--- config.mk ---
export PLATFORM = sky130hd
export DESIGN_NAME = ahb2apb2_bridge_flat
export DESIGN_NICKNAME = d
export VERILOG_FILES = /design/src/rtl/ahb2apb2_bridge_if.sv /design/src/rtl/ahb2apb2_bridge.sv /design/src/flat_wrapper.sv
export SDC_FILE = /design/constraint.sdc
export NUM_CORES = 1
export LEC_CHECK = 0
export ABC_AREA = 1
export BUFFER_PORTS_ARGS = -buffer_cell sky130_fd_sc_hd__clkbuf_2
export CAP_MARGIN = 20
export CORE_UTILIZATION = 45
export DETAILED_ROUTE_END_ITERATION = 6
export PLACE_DENSITY = 0.76
export SYNTH_ARGS = -nofsm -noshare
export SYNTH_HDL_FRONTEND = slang
export SYNTH_SLANG_ARGS = --single-unit
--- constraint.sdc ---
create_clock -name apb2_root_clk -period 4.2 [get_ports apb2_root_clk]
set_clock_uncertainty 0.05 [all_clocks]
set_input_delay 0.42 -clock apb2_root_clk [delete_from_list [all_inputs] [get_ports apb2_root_clk]]
set_output_delay 0.42 -clock apb2_root_clk [all_outputs]
set_load 0.05 [all_outputs]
--- src/rtl/ahb2apb2_bridge_if.sv ---
// Bus bundles for the AHB-Lite to APB bridge: an AHB-Lite bundle and an APB bundle,
// each with master and slave views.

interface ahb_lite_if;
  logic        hsel;
  logic [31:0] haddr;
  logic [1:0]  htrans;
  logic [2:0]  hsize;
  logic [3:0]  hprot;
  logic        hwrite;
  logic        hready;
  logic [31:0] hwdata;
  logic        hreadyout;
  logic [1:0]  hresp;
  logic [31:0] hrdata;

  modport master (
    output hsel, haddr, htrans, hsize, hprot, hwrite, hready, hwdata,
    input  hreadyout, hresp, hrdata
  );
  modport slave (
    input  hsel, haddr, htrans, hsize, hprot, hwrite, hready, hwdata,
    output hreadyout, hresp, hrdata
  );
endinterface

interface apb_if;
  logic        psel;
  logic        penable;
  logic [31:0] paddr;
  logic        pwrite;
  logic [31:0] pwdata;
  logic [3:0]  pstrb;
  logic [2:0]  pprot;
  logic [31:0] prdata;
  logic        pready;
  logic        pslverr;

  modport master (
    output psel, penable, paddr, pwrite, pwdata, pstrb, pprot,
    input  prdata, pready, pslverr
  );
  modport slave (
    input  psel, penable, paddr, pwrite, pwdata, pstrb, pprot,
    output prdata, pready, pslverr
  );
endinterface

--- src/rtl/ahb2apb2_bridge.sv ---
// AHB-Lite slave to APB master bridge, single clock domain, all outputs registered.
// Optional ACCESS-phase timeout enabled by defining APB2_BRIDGE_TIMEOUT_EN.

module ahb2apb2_bridge #(
  parameter int unsigned TIMEOUT_CYCLES = 256
) (
  input  logic      apb2_root_clk,
  input  logic      apb2_root_rst,
  ahb_lite_if.slave ahb,
  apb_if.master     apb
);

  typedef enum logic [2:0] {
    IDLE   = 3'd0,
    SAMPLE = 3'd1,
    SETUP  = 3'd2,
    ACCESS = 3'd3,
    DONE   = 3'd4,
    ERR1   = 3'd5,
    ERR2   = 3'd6
  } state_t;

  state_t      state_r;
  logic [31:0] addr_r;
  logic        write_r;
  logic [2:0]  size_r;
  logic [1:0]  prot_r;
  logic        hreadyout_r;
  logic [1:0]  hresp_r;
  logic [31:0] hrdata_r;
  logic        psel_r;
  logic        penable_r;
  logic [31:0] paddr_r;
  logic        pwrite_r;
  logic [31:0] pwdata_r;
  logic [3:0]  pstrb_r;
  logic [2:0]  pprot_r;
  logic        accept_s;
  logic        unused_s;

`ifdef APB2_BRIDGE_TIMEOUT_EN
  localparam logic [15:0] TIMEOUT_LAST = 16'(TIMEOUT_CYCLES - 32'd1);
  logic [15:0] cnt_r;
`else
  logic [31:0] unused_timeout_s;
  assign unused_timeout_s = 32'(TIMEOUT_CYCLES);
`endif

  function automatic logic [3:0] strobe_f(input logic write, input logic [2:0] size,
                                           input logic [1:0] addr_lo);
    logic [3:0] strb;
    strb = 4'b0000;
    if (write) begin
      case (size)
        3'd0:    strb = 4'b0001 << addr_lo;
        3'd1:    strb = 4'b0011 << {addr_lo[1], 1'b0};
        3'd2:    strb = 4'b1111;
        default: strb = 4'b0000;
      endcase
    end else begin
      strb = 4'b0000;
    end
    return strb;
  endfunction

  assign accept_s = ahb.hsel & ahb.hready & ahb.htrans[1] &
                    ((state_r == IDLE) | (state_r == DONE) | (state_r == ERR2));
  assign unused_s = &{1'b0, ahb.htrans[0], ahb.hprot[3:2]};

  // Transfer sequencer: AHB acceptance, APB setup/access, response generation
  always_ff @(posedge apb2_root_clk or posedge apb2_root_rst) begin
    if (apb2_root_rst) begin
      state_r     <= IDLE;
      addr_r      <= 32'h0000_0000;
      write_r     <= 1'b0;
      size_r      <= 3'd0;
      prot_r      <= 2'b00;
      hreadyout_r <= 1'b1;
      hresp_r     <= 2'b00;
      hrdata_r    <= 32'h0000_0000;
      psel_r      <= 1'b0;
      penable_r   <= 1'b0;
      paddr_r     <= 32'h0000_0000;
      pwrite_r    <= 1'b0;
      pwdata_r    <= 32'h0000_0000;
      pstrb_r     <= 4'b0000;
      pprot_r     <= 3'b000;
`ifdef APB2_BRIDGE_TIMEOUT_EN
      cnt_r       <= 16'd0;
`endif
    end else begin
      case (state_r)
        IDLE, DONE, ERR2: begin
          hresp_r <= 2'b00;
          if (accept_s) begin
            state_r     <= SAMPLE;
            hreadyout_r <= 1'b0;
            addr_r      <= ahb.haddr;
            write_r     <= ahb.hwrite;
            size_r      <= ahb.hsize;
            prot_r      <= ahb.hprot[1:0];
          end else begin
            state_r     <= IDLE;
            hreadyout_r <= 1'b1;
          end
        end
        SAMPLE: begin
          // hwdata belongs to the data phase, so it is valid only now
          if (write_r) begin
            pwdata_r <= ahb.hwdata;
          end
          if (size_r >= 3'd3) begin
            state_r <= ERR1;
            hresp_r <= 2'b01;
          end else begin
            state_r   <= SETUP;
            psel_r    <= 1'b1;
            penable_r <= 1'b0;
            paddr_r   <= addr_r;
            pwrite_r  <= write_r;
            pstrb_r   <= strobe_f(write_r, size_r, addr_r[1:0]);
            pprot_r   <= {~prot_r[0], 1'b0, prot_r[1]};
          end
        end
        SETUP: begin
          state_r   <= ACCESS;
          penable_r <= 1'b1;
`ifdef APB2_BRIDGE_TIMEOUT_EN
          cnt_r     <= 16'd0;
`endif
        end
        ACCESS: begin
          if (apb.pready) begin
            psel_r    <= 1'b0;
            penable_r <= 1'b0;
            if (apb.pslverr) begin
              state_r <= ERR1;
              hresp_r <= 2'b01;
            end else begin
              state_r     <= DONE;
              hreadyout_r <= 1'b1;
              hresp_r     <= 2'b00;
              if (!write_r) begin
                hrdata_r <= apb.prdata;
              end
            end
`ifdef APB2_BRIDGE_TIMEOUT_EN
          end else if (cnt_r == TIMEOUT_LAST) begin
            psel_r    <= 1'b0;
            penable_r <= 1'b0;
            state_r   <= ERR1;
            hresp_r   <= 2'b01;
          end else begin
            cnt_r <= cnt_r + 16'd1;
`endif
          end
        end
        ERR1: begin
          state_r     <= ERR2;
          hreadyout_r <= 1'b1;
        end
        default: begin
          state_r     <= IDLE;
          hreadyout_r <= 1'b1;
          hresp_r     <= 2'b00;
          psel_r      <= 1'b0;
          penable_r   <= 1'b0;
        end
      endcase
    end
  end

  assign ahb.hreadyout = hreadyout_r;
  assign ahb.hresp     = hresp_r;
  assign ahb.hrdata    = hrdata_r;
  assign apb.psel      = psel_r;
  assign apb.penable   = penable_r;
  assign apb.paddr     = paddr_r;
  assign apb.pwrite    = pwrite_r;
  assign apb.pwdata    = pwdata_r;
  assign apb.pstrb     = pstrb_r;
  assign apb.pprot     = pprot_r;

endmodule

--- src/flat_wrapper.sv ---
// flat-port wrapper written by rule: the top's interface ports become plain ports
module ahb2apb2_bridge_flat 
#(
  parameter int unsigned TIMEOUT_CYCLES = 256
)
  (apb2_root_clk, apb2_root_rst, ahb_hsel, ahb_haddr, ahb_htrans, ahb_hsize, ahb_hprot, ahb_hwrite, ahb_hready, ahb_hwdata, ahb_hreadyout, ahb_hresp, ahb_hrdata, apb_psel, apb_penable, apb_paddr, apb_pwrite, apb_pwdata, apb_pstrb, apb_pprot, apb_prdata, apb_pready, apb_pslverr);
  ahb_lite_if ahb_i ();
  apb_if apb_i ();
  input  logic apb2_root_clk;
  input  logic apb2_root_rst;
  input wire logic [$bits(ahb_i.hsel)-1:0] ahb_hsel;
  input wire logic [$bits(ahb_i.haddr)-1:0] ahb_haddr;
  input wire logic [$bits(ahb_i.htrans)-1:0] ahb_htrans;
  input wire logic [$bits(ahb_i.hsize)-1:0] ahb_hsize;
  input wire logic [$bits(ahb_i.hprot)-1:0] ahb_hprot;
  input wire logic [$bits(ahb_i.hwrite)-1:0] ahb_hwrite;
  input wire logic [$bits(ahb_i.hready)-1:0] ahb_hready;
  input wire logic [$bits(ahb_i.hwdata)-1:0] ahb_hwdata;
  output wire logic [$bits(ahb_i.hreadyout)-1:0] ahb_hreadyout;
  output wire logic [$bits(ahb_i.hresp)-1:0] ahb_hresp;
  output wire logic [$bits(ahb_i.hrdata)-1:0] ahb_hrdata;
  output wire logic [$bits(apb_i.psel)-1:0] apb_psel;
  output wire logic [$bits(apb_i.penable)-1:0] apb_penable;
  output wire logic [$bits(apb_i.paddr)-1:0] apb_paddr;
  output wire logic [$bits(apb_i.pwrite)-1:0] apb_pwrite;
  output wire logic [$bits(apb_i.pwdata)-1:0] apb_pwdata;
  output wire logic [$bits(apb_i.pstrb)-1:0] apb_pstrb;
  output wire logic [$bits(apb_i.pprot)-1:0] apb_pprot;
  input wire logic [$bits(apb_i.prdata)-1:0] apb_prdata;
  input wire logic [$bits(apb_i.pready)-1:0] apb_pready;
  input wire logic [$bits(apb_i.pslverr)-1:0] apb_pslverr;
  assign ahb_i.hsel = ahb_hsel;
  assign ahb_i.haddr = ahb_haddr;
  assign ahb_i.htrans = ahb_htrans;
  assign ahb_i.hsize = ahb_hsize;
  assign ahb_i.hprot = ahb_hprot;
  assign ahb_i.hwrite = ahb_hwrite;
  assign ahb_i.hready = ahb_hready;
  assign ahb_i.hwdata = ahb_hwdata;
  assign ahb_hreadyout = ahb_i.hreadyout;
  assign ahb_hresp = ahb_i.hresp;
  assign ahb_hrdata = ahb_i.hrdata;
  assign apb_psel = apb_i.psel;
  assign apb_penable = apb_i.penable;
  assign apb_paddr = apb_i.paddr;
  assign apb_pwrite = apb_i.pwrite;
  assign apb_pwdata = apb_i.pwdata;
  assign apb_pstrb = apb_i.pstrb;
  assign apb_pprot = apb_i.pprot;
  assign apb_i.prdata = apb_prdata;
  assign apb_i.pready = apb_pready;
  assign apb_i.pslverr = apb_pslverr;
  ahb2apb2_bridge #(.TIMEOUT_CYCLES(TIMEOUT_CYCLES)) u_core (.apb2_root_clk(apb2_root_clk), .apb2_root_rst(apb2_root_rst), .ahb(ahb_i), .apb(apb_i));
endmodule
==> impl_metrics.csv <==
group,metric,value,unit
run_status,status,"finished clean",
layout,drive_above_1_share,0.2918,
detailed_routing,totalWireLength,13480,µm
clock_network,htreeDepth,4,
grt,grt_max_degree,149,
worst_setup_path,cp_max_fo,45,
floorplanning,die-area,0.01378,mm²
placement,dp.cells,1030,
worst_setup_path,crit_chain,"inv_2, nand2_2, nor2_8, nand2_4, inv_2, nand2_1, nand2_1",
clock_network,clock_latency,0.41,ns
worst_hold_path,holdCritPathClass,"primary input to asynchronous set/reset pin",
sta,tns,0,ns
grt,grt_usage,0.2059,
floorplanning,start_util,0.4673,
grt,busiest_layer,"met2",
sta,max_freq,415.2,MHz
floorplanning,pin_count,221,
worst_setup_path,slowest_stage,"inv_2",
grt,grt_pass1_wl,22610,µm
worst_setup_path,critical_path_arrival,2.71,ns
worst_setup_path,worstSetupEndpointType,"flop",
layout,antenna_cells,0,
detailed_routing,antenna_left,0,
floorplanning,num_rows,41,
power_and_ir_drop,total_power,7.466,mW
worst_setup_path,cp_top_family,"simple AND/OR/NAND/NOR gates",
sta,hold_viol,0,
synth,ys_warn_count,0,
synth,yosysSeqAreaShare,0.6182,
grt,grt.met3_usage,0.05156,
grt,use_met1,0.2624,
sta,tightest_slew,0.7774,ns
placement,io_buffer_count,215,
synth,synth-seq-cells,148,
sta,max_slew_margin,0.4817,
clock_network,cts.path.max_buffers,2,
floorplanning,dieHeight,117.4,µm
placement,dp.final_hpwl,9011,µm
grt,grt_antenna_before_repair,0,
worst_setup_path,reg2reg_depth,7,
detailed_routing,drcViolationCount,0,
synth,syn_area,0.005993,mm²
clock_network,cts_buffers,17,
grt,met2_usage,0.3365,
sta,rsz0062_at_grt,"no",
clock_network,postCtsHoldBufs,0,
synth,syn_area_per_cell,8.892,µm²
grt,grt-ovfl-total,0,
worst_setup_path,crit_type,"flop to flop",
detailed_routing,dr.pass1.iters,5,
synth,syn_inst,674,
sta,setup_ws,1.792,ns
synth,ys_types,25,
clock_network,postCtsSetupBuffers,0,
layout,syn_to_final_growth,30.50,%
grt,grt_pass1_vias,4677,
power_and_ir_drop,powerDensity,954.6,mW/mm²
worst_setup_path,critPathBufInv,2,
clock_network,tritoncts,"yes",
sta,finalMaxSlewViolations,0,
placement,pre_cts_ws,1.784,ns
placement,globalplace.congestion,0.7745,
sta,setup_viol,0,
sta,period_minus_slack,2.408,ns
clock_network,clk_pin_slew,0.06,ns
clock_network,cts_resized,0,
worst_setup_path,crit_path_max_incr_delay,0.56,ns
clock_network,root_buffer,"clkbuf_16",
sta,post-route-period-util,0.5734,
power_and_ir_drop,p_leak,4.584,nW
layout,post-route-util,0.6099,
flow_run,cap_violations,0,
floorplanning,die_w,117.4,µm
clock_network,clock-sinks,148,
worst_setup_path,cp-start-kind,"flop",
detailed_routing,drt_iter0_drc,313,
detailed_routing,vias,4939,
worst_setup_path,cp.required,4.50,ns
detailed_routing,wl_per_cell,12.68,µm
floorplanning,coreArea,0.01282,mm²
worst_setup_path,worst-path-stages,7,
layout,final_cell_count_no_fill,1063,
layout,fin_nets,990,
detailed_routing,viasPerCell,4.646,
power_and_ir_drop,peakVddDrop,0.5889,mV
-- cells in the mapped netlist --
| master | count | area [µm²] |
|---|---|---|
| conb_1 | 1 | 3.750 |
| dfrtp_1 | 147 | 3679 |
| clkbuf_1 | 6 | 22.52 |
| nand2_2 | 3 | 18.77 |
| o211ai_1 | 1 | 7.510 |
| nor2_8 | 1 | 20.02 |
| nand3b_1 | 1 | 7.510 |
| o21ai_1 | 50 | 250.2 |
| nand3_4 | 1 | 17.52 |
| nand2_1 | 265 | 994.7 |
| nand4_1 | 5 | 31.28 |
| nand3_1 | 44 | 220.2 |
| buf_2 | 19 | 95.09 |
| a21o_1 | 1 | 7.510 |
| a21oi_1 | 1 | 5.000 |
| nor2_1 | 5 | 18.77 |
| buf_4 | 6 | 45.04 |
| nand4_4 | 1 | 21.27 |
| buf_6 | 3 | 33.78 |
| inv_2 | 2 | 7.510 |
| nor2_4 | 1 | 11.26 |
| inv_1 | 82 | 307.8 |
| nand2_4 | 1 | 11.26 |
| o21ai_0 | 26 | 130.1 |
| dfstp_2 | 1 | 26.28 |
-- kinds of logic (layout without fill, tap and decap cells) --
kind of cell / after synthesis / count (layout) / share of synthesized area
buffers and inverters: 118 / 334 / 0.08539
DFF: 148 / 148 / 0.6182
and+or+nand+nor: 328 / 328 / 0.2290
other: 1 / 2 / 0.0006257
AOI/OAI and AO/OA: 79 / 79 / 0.06681
-- through the flow --
| stage | instance area [µm²] | hold WS, ns |
|---|---|---|
| 3_5_place_dp | 7123 | 0.3869 |
| 3_3_place_gp | 7123 | 0.3875 |
| 6_report | 7821 | 0.1664 |
| 5_1_grt | 7821 | 0.1649 |
| 4_1_cts | 7794 | 0.1496 |
| 2_1_floorplan | 6001 | 0.3772 |
-- registers in the layout, summed over array words and instances (netlist names), 2 cells and up --
signal / flops
u_core.ahb.hrdata: 32
u_core.apb.pprot: 2
u_core.apb.pwdata: 32
u_core.prot_r: 2
u_core.addr_r: 32
u_core.apb.paddr: 32
u_core.apb.pstrb: 4
u_core.size_r: 3
u_core.state_r: 3
-- layer usage --
layer | share of wire | up-vias
li1 | - | 2484
met1 | 0.44 | 2280
met2 | 0.50 | 156
met3 | 0.051 | 19
met4 | 0.015 | 0
met5 | 0 | -
-- path summary, 6_finish.rpt --
kind	startpoint	end	slack (ns)
worst min-delay path	apb2_root_rst	u_core.apb.pwdata[31]	0.17
worst max-delay path	u_core.state_r[1]	u_core.apb.paddr[6]	1.79
max in group asynchronous	apb2_root_rst	u_core.ahb.hrdata[21]	3.33
worst max register to register	u_core.state_r[1]	u_core.apb.paddr[6]	1.79
min in group apb2_root_clk	apb_prdata[4]	u_core.ahb.hrdata[4]	0.17
worst min register to register	u_core.prot_r[0]	u_core.apb.pprot[2]	0.39
-- where the power goes --
group / internal, mW / switching, mW / total, mW / leakage (nW)
Combinational: 0.735 / 2.58 / 3.32 / 2.39
Sequential: 2.07 / 0.390 / 2.46 / 1.86
Clock: 1.13 / 0.552 / 1.69 / 0.330
-- cell type report --
cell class | count | area (µm²)
clock buffers | 24 | 501.7
clock inverters | 8 | 168.9
fillers | 1158 | 5004
inverters | 84 | 319.1
multi-input cells | 409 | 1780
flip-flops and latches | 148 | 3705
well taps | 172 | 215.2
repair buffers | 218 | 1131
-- cells in the final DEF (no fill, tap or decap), types with 2 or more instances in the layout --
master and instances:
clkinv_2 2, o21ai_1 50, clkbuf_1 2, clkbuf_2 215
nor2_1 5, nand2_1 265, nand3_1 44, bufinv_16 5
nand4_1 5, o21ai_0 26, dfrtp_1 147, clkbuf_8 5
inv_2 2, inv_1 81, clkbuf_16 17, conb_1 2
nand2_2 3
-- tightest hold or removal path, cell delays in order --
cell and delay (ns):
clkbuf_2 0.11, clkinvlp_4 0.08, buf_12 0.53
Note: power is estimated with default switching activity, not from simulation.
